**config.mk**
```make
export PLATFORM = sky130hd
export DESIGN_NAME = alu_seq_muldiv
export DESIGN_NICKNAME = d
export VERILOG_FILES = /design/src/rtl/alu_seq_muldiv.sv
export SDC_FILE = /design/constraint.sdc
export NUM_CORES = 1
export LEC_CHECK = 0
export ABC_AREA = 0
export CAP_MARGIN = 20
export CORE_ASPECT_RATIO = 1.4
export CORE_MARGIN = 3
export CORE_UTILIZATION = 46
export DETAILED_ROUTE_END_ITERATION = 8
export PLACE_DENSITY_LB_ADDON = 0.3
export SYNTH_ARGS = -nofsm -noshare
export SYNTH_HDL_FRONTEND = slang
export SYNTH_SLANG_ARGS = --single-unit
```
**constraint.sdc**
```tcl
create_clock -name clk -period 4 [get_ports clk]
set_clock_uncertainty 0.05 [all_clocks]
set_input_delay 0.8 -clock clk [delete_from_list [all_inputs] [get_ports clk]]
set_output_delay 0.8 -clock clk [all_outputs]
set_load 0.01 [all_outputs]
```
**src/rtl/alu_seq_muldiv.sv**
```systemverilog
// Handshaked execute unit: single-cycle ALU ops plus iterative MUL/MULHU and DIVU/REMU.
// Define ALU_DIV_EN to build the restoring divider; without it ops 12/13 behave as reserved.
module alu_seq_muldiv #(
  parameter int WIDTH = 32,
  parameter int CNT_W = 6
) (
  input  logic             clk,
  input  logic             reset_n,
  input  logic             flush,
  input  logic             in_valid,
  output logic             in_ready,
  input  logic [3:0]       op,
  input  logic [WIDTH-1:0] src_a,
  input  logic [WIDTH-1:0] src_b,
  output logic             out_valid,
  input  logic             out_ready,
  output logic [WIDTH-1:0] result,
  output logic [3:0]       flags
);

  localparam int SH_W = $clog2(WIDTH);

  localparam logic [3:0] OP_ADD   = 4'd0;
  localparam logic [3:0] OP_SUB   = 4'd1;
  localparam logic [3:0] OP_AND   = 4'd2;
  localparam logic [3:0] OP_OR    = 4'd3;
  localparam logic [3:0] OP_XOR   = 4'd4;
  localparam logic [3:0] OP_SLT   = 4'd5;
  localparam logic [3:0] OP_SLTU  = 4'd6;
  localparam logic [3:0] OP_SLL   = 4'd7;
  localparam logic [3:0] OP_SRL   = 4'd8;
  localparam logic [3:0] OP_SRA   = 4'd9;
  localparam logic [3:0] OP_MUL   = 4'd10;
  localparam logic [3:0] OP_MULHU = 4'd11;
  localparam logic [3:0] OP_DIVU  = 4'd12;
  localparam logic [3:0] OP_REMU  = 4'd13;

  typedef enum logic [1:0] {IDLE, BUSY, DONE} state_t;

  state_t             state_reg, state_next;
  logic [CNT_W-1:0]   cnt_reg, cnt_next;
  logic [2*WIDTH-1:0] acc_reg, acc_next;
  logic [WIDTH-1:0]   opnd_reg, opnd_next;
  logic [3:0]         op_reg, op_next;
  logic [WIDTH-1:0]   result_reg, result_next;
  logic [3:0]         flags_reg, flags_next;

  logic [WIDTH:0]     add_sum, sub_sum;
  logic               add_v, sub_v;
  logic [WIDTH-1:0]   alu_res;
  logic               alu_c, alu_v;

  logic [WIDTH-1:0]   mul_add;
  logic [WIDTH:0]     mul_sum;
  logic [2*WIDTH-1:0] step_acc;
  logic [WIDTH-1:0]   step_res;
`ifdef ALU_DIV_EN
  logic [WIDTH:0]     div_shift, div_diff;
`endif

  function automatic logic [3:0] nzcv(input logic [WIDTH-1:0] r, input logic c, input logic v);
    return {r[WIDTH-1], r == '0, c, v};
  endfunction

  // Single-cycle ops, evaluated on the operands present at the accept edge
  always_comb begin
    add_sum = {1'b0, src_a} + {1'b0, src_b};
    sub_sum = {1'b0, src_a} + {1'b0, ~src_b} + {{WIDTH{1'b0}}, 1'b1};
    add_v   = (src_a[WIDTH-1] == src_b[WIDTH-1]) && (add_sum[WIDTH-1] != src_a[WIDTH-1]);
    sub_v   = (src_a[WIDTH-1] != src_b[WIDTH-1]) && (sub_sum[WIDTH-1] != src_a[WIDTH-1]);
    alu_res = '0;
    alu_c   = 1'b0;
    alu_v   = 1'b0;
    case (op)
      OP_ADD:  begin alu_res = add_sum[WIDTH-1:0]; alu_c = add_sum[WIDTH]; alu_v = add_v; end
      OP_SUB:  begin alu_res = sub_sum[WIDTH-1:0]; alu_c = sub_sum[WIDTH]; alu_v = sub_v; end
      OP_AND:  alu_res = src_a & src_b;
      OP_OR:   alu_res = src_a | src_b;
      OP_XOR:  alu_res = src_a ^ src_b;
      OP_SLT:  alu_res = {{(WIDTH-1){1'b0}}, sub_v ^ sub_sum[WIDTH-1]};
      OP_SLTU: alu_res = {{(WIDTH-1){1'b0}}, ~sub_sum[WIDTH]};
      OP_SLL:  alu_res = src_a << src_b[SH_W-1:0];
      OP_SRL:  alu_res = src_a >> src_b[SH_W-1:0];
      OP_SRA:  alu_res = $signed(src_a) >>> src_b[SH_W-1:0];
      default: alu_res = '0;
    endcase
  end

  // One iteration: acc = {partial/remainder, multiplier/dividend bits}
  always_comb begin
    mul_add  = acc_reg[0] ? opnd_reg : '0;
    mul_sum  = {1'b0, acc_reg[2*WIDTH-1:WIDTH]} + {1'b0, mul_add};
    step_acc = {mul_sum, acc_reg[WIDTH-1:1]};
`ifdef ALU_DIV_EN
    div_shift = acc_reg[2*WIDTH-1:WIDTH-1];
    div_diff  = div_shift - {1'b0, opnd_reg};
    if (op_reg == OP_DIVU || op_reg == OP_REMU) begin
      if (div_diff[WIDTH])
        step_acc = {div_shift[WIDTH-1:0], acc_reg[WIDTH-2:0], 1'b0};
      else
        step_acc = {div_diff[WIDTH-1:0], acc_reg[WIDTH-2:0], 1'b1};
    end
`endif
    step_res = (op_reg == OP_MUL || op_reg == OP_DIVU) ? step_acc[WIDTH-1:0]
                                                       : step_acc[2*WIDTH-1:WIDTH];
  end

  always_comb begin
    state_next  = state_reg;
    cnt_next    = cnt_reg;
    acc_next    = acc_reg;
    opnd_next   = opnd_reg;
    op_next     = op_reg;
    result_next = result_reg;
    flags_next  = flags_reg;
    case (state_reg)
      IDLE: begin
        if (in_valid) begin
          op_next = op;
          if (op <= OP_SRA) begin
            result_next = alu_res;
            flags_next  = nzcv(alu_res, alu_c, alu_v);
            state_next  = DONE;
          end else if (op == OP_MUL || op == OP_MULHU) begin
            acc_next   = {{WIDTH{1'b0}}, src_b};
            opnd_next  = src_a;
            cnt_next   = CNT_W'(WIDTH - 1);
            state_next = BUSY;
`ifdef ALU_DIV_EN
          end else if ((op == OP_DIVU || op == OP_REMU) && src_b == '0) begin
            result_next = (op == OP_DIVU) ? '1 : src_a;
            flags_next  = nzcv(result_next, 1'b0, 1'b0);
            state_next  = DONE;
          end else if (op == OP_DIVU || op == OP_REMU) begin
            acc_next   = {{WIDTH{1'b0}}, src_a};
            opnd_next  = src_b;
            cnt_next   = CNT_W'(WIDTH - 1);
            state_next = BUSY;
`endif
          end else begin
            result_next = '0;
            flags_next  = 4'b0100;
            state_next  = DONE;
          end
        end
      end
      BUSY: begin
        acc_next = step_acc;
        if (cnt_reg == '0) begin
          result_next = step_res;
          flags_next  = nzcv(step_res, 1'b0, 1'b0);
          state_next  = DONE;
        end else begin
          cnt_next = cnt_reg - 1'b1;
        end
      end
      DONE: begin
        if (out_ready)
          state_next = IDLE;
      end
      default: state_next = IDLE;
    endcase
    // Redirect wins over everything, including a same-cycle accept
    if (flush) begin
      state_next  = IDLE;
      cnt_next    = '0;
      result_next = result_reg;
      flags_next  = flags_reg;
    end
  end

  always_ff @(posedge clk or negedge reset_n) begin
    if (!reset_n) begin
      state_reg  <= IDLE;
      cnt_reg    <= '0;
      acc_reg    <= '0;
      opnd_reg   <= '0;
      op_reg     <= '0;
      result_reg <= '0;
      flags_reg  <= '0;
    end else begin
      state_reg  <= state_next;
      cnt_reg    <= cnt_next;
      acc_reg    <= acc_next;
      opnd_reg   <= opnd_next;
      op_reg     <= op_next;
      result_reg <= result_next;
      flags_reg  <= flags_next;
    end
  end

  assign in_ready  = (state_reg == IDLE);
  assign out_valid = (state_reg == DONE);
  assign result    = result_reg;
  assign flags     = flags_reg;

endmodule
```
==> results by group <==
Detailed routing
  • Residual DRC count: 0
  • WL per Instance: 26.71 um
  • Drt pass-1 iters: 8
  • Via density: 6.510
  • Total number of vias: between 20,000 and 25,000
  • Routed Antenna Nets: 0
  • WL final: 90,540 um
  • First-iteration detailed-routing DRC count: 2,893

Yosys
  • Mean Syn Cell Area: 7.780 um2
  • EDFF count, synth: 0
  • Post-synthesis cell type count: 91
  • Sequential fraction of the synthesis area: 20.39%
  • Syn Inst Count: between 2,000 and 2,500
  • Yosys warns: 0
  • Synthesized area: 17,550 um2
  • Async S/R FF share, synth: 100.0%
  • Post-Syn Nets: 2,469
  • Flops & latches, synth: ~140
  • Top_reg_cell synth: dfrtp_1

Setup path
  • R2R Setup Slk: -0.25 ns
  • CP Launch Type: primary input
  • Crit path capture type: register
  • Crit path DAT: 5.63 ns
  • Worst Path Required: 4.31 ns
  • Crit path max fanout: 3
  • Critical Path Sink: flags[2]
  • CP startpoint: src_b[1]
  • Reg2reg end: flags[2]
  • Reg2reg start: acc_reg[0]
  • Reg2Reg Depth: 16
  • Setup CP Type: primary input to register

Final layout
  • Fillers: 3,076
  • # diodes: 0
  • Nets: between 3,000 and 4,000
  • Layout cells sized above 1: 34.56%
  • P&R area growth vs syn: 45.90%
  • Final std cells w/o fill: 3,390
  • Max reg flops: 64
  • Final instance area: 25,610 um2

Placement
  • Placed instance area: 23,200 um2
  • Routability congestion estimate: 1.073
  • Pre-CTS setup slack: -2.139 ns
  • DP Wirelength: 68,600 um
  • Inst Count DP: 3,264
  • Number of port buffers: 110

CTS
  • Worst-path clk slew: 0.07 ns
  • CTS sink count: 143
  • CTS tree: done
  • Clock Latency Late Sink: 0.43 ns
  • H-tree depth: 4
  • CTS Root Cell: clkbuf_16
  • Number of buffers created by CTS: 17
  • CTS Buffer Depth: 2

Timing
  • Minimum clock period: between 5 and 6 ns
  • Measured slew at the worst slew-check pin: 0.9809 ns
  • Setup ws final: -1.315 ns
  • Final worst-path cycle share: 132.9%
  • Final setup TNS: -5.278 ns
  • Hold violation total from the final report: 0
  • Fmax: ~0.19 GHz
  • Final Max Slew Viols: 0
  • RSZ-0062 raised after global routing: true
  • Setup violators final: 9
  • Worst relative slew slack: about 33%

Global route
  • Number of global-route vias before repair: roughly 21,000
  • Initial antenna violation count: 1
  • GRT Overall Usage: 42.43%
  • Largest net degree at the start of global routing: 87
  • First-pass GRT wire length: 130,900 um
  • Gr ovfl total: 0

Floorplanning
  • Core Region: 37,630 um2
  • Starting Density: 46.65%
  • Die area: between 40,000 and 50,000 um2
  • Num ports: ~110
  • Die width: around 170 um
  • Die Ht: 237.1 um
  • Row count: 84

Power
  • Max IR drop VDD: 319.2 uV
  • Clk pwr share: 20.1%
  • Power Density: 344.5 nW/um2
  • Internal: 5227 uW
  • Pleak: 0.01192 uW
  • Net Sw Frac: 40.75%
  • Psw: 3595 uW
  • Tot Pwr: 8822 uW
  • Comb power frac: 56.3%
  • Flop pwr share: a little under a quarter

Worst hold path
  • Hold Path Class: primary input to async pin

Job
  • Max-cap violations: 0

Outcome
  • Status: finished, violations left
  • Failing checks: setup timing
power by group through the flow:
stage,Sequential [uW],Combinational (uW),Clock (uW)
2_1_floorplan,2040,2480,0
3_3_place_gp,2080,4400,0
3_5_place_dp,2100,4470,0
4_1_cts,2080,4670,1780
5_1_grt,2120,5270,1850
6_report,2080,4960,1770
how the worst min path moves through the flow:
stage                 from      endpoint  slack, ns  cells after the start
2_1_floorplan  acc_reg[46]   acc_reg[46]       0.41                      2
3_3_place_gp    result[20]    result[20]       0.41                      2
3_5_place_dp    result[14]    result[14]       0.42                      2
4_1_cts            reset_n   acc_reg[63]       0.36                      1
5_1_grt            reset_n   acc_reg[61]       0.39                      1
6_report           reset_n  opnd_reg[26]       0.32                      1
worst max-delay path, cell delays in order:
cell,delay (ns)
buf_8,0.11
inv_6,0.05
ha_4,0.19
o21ba_4,0.20
or4_4,0.42
a311o_1,0.36
a21o_1,0.26
nand4_1,0.18
nand2_2,0.12
o41ai_4,0.26
a21oi_2,0.11
o21bai_1,0.20
a21oi_2,0.09
o21ai_2,0.17
fa_2,0.46
nand2_1,0.08
o22ai_1,0.06
a221o_1,0.31
a41oi_2,0.16
o211ai_1,0.13
a211oi_2,0.22
nand2_1,0.10
nor4_2,0.28
nand4b_1,0.14
o211ai_2,0.15
layer usage:
layer  global-route usage (%)  part of all wire (%)  vias up
met3                    7.448                   9.8      390
met2                    67.43                    45     1443
met5                        0                     0        -
met1                    53.67                    37    10606
met4                    25.23                   8.3        0
li1                         -                     -     9630
cell type report:
class	count	area (um2)	area share [%]
clock buffers	19	432.9	1.691
clock inverters	13	211.5	0.8257
inverters	119	471.7	1.842
multi-input cells	1830	13640	53.27
flip-flops and latches	143	3578	13.97
well taps	473	591.8	2.311
repair buffers	793	6680	26.09
through the flow:
stage | hold slack, ns | util [%]
after global placement | 0.4104 | 61.66
after CTS | 0.3646 | 66.05
after floorplan | 0.4063 | -
final | 0.3232 | 68.06
after global routing | 0.3896 | 68.06
after detailed placement | 0.4196 | 61.66
layout by cell type, fill, tap and decap left out, types with 13 or more instances in the layout:
cell / n
inv_2: 21
a22o_1: 37
dlymetal6s2s_1: 13
a31oi_1: 55
and2_1: 42
nor2b_1: 16
nand2_1: 247
a21o_1: 23
dfrtp_1: 143
nand3_1: 29
ha_1: 108
nand4_1: 26
o31ai_1: 14
inv_1: 89
o211ai_1: 31
clkbuf_16: 20
a221oi_1: 15
clkdlybuf4s50_1: 66
a211oi_1: 25
buf_6: 35
o221ai_1: 19
mux2_2: 71
nor2_1: 214
a21oi_1: 163
o22ai_1: 26
buf_12: 14
ha_4: 23
mux4_2: 32
xnor2_1: 33
o21ai_0: 118
mux2i_1: 86
nand2b_1: 20
buf_4: 625
o21bai_1: 13
nor3_1: 48
what timing repair did:
action / CTS / global route
cloned: 2 / 3
endpoints found under the hold margin: 0 / 0
setup buffers: 63 / 29
resized for setup: 153 / 179
hold buffers: 0 / 0
setup endpoints to repair: 24 / 24
pin swaps: 55 / 59
synthesized netlist by cell type, drive strengths merged (34+ instances only):
cell	count	area (um2)
ha	136	1702
a22o	37	324.1
mux2	74	844.6
o21ai	130	654.4
xnor2	34	297.8
buf	44	242.7
dfrtp	143	3578
nor3	52	260.3
nand2	249	934.7
inv	117	439.2
and2	44	275.3
a31oi	57	356.6
mux2i	87	870.8
clkbuf	120	450.4
a21oi	178	890.9
nor2	220	825.8
kinds of logic (layout without fill, tap and decap cells):
| kind of cell | count (synthesis) | count (layout) | share of synthesized area, % |
|---|---|---|---|
| multiplexers | 193 | 193 | 13.88 |
| flip-flops | 143 | 143 | 20.39 |
| buffers and inverters | 283 | 944 | 6.494 |
| AO/OA/AOI/OAI | 709 | 709 | 27.07 |
| XOR/XNOR | 46 | 46 | 2.295 |
| adder cells (fa/ha/maj) | 140 | 140 | 10.15 |
| AND/OR/NAND/NOR | 742 | 742 | 19.72 |
Note: power is estimated with default switching activity, not from simulation.
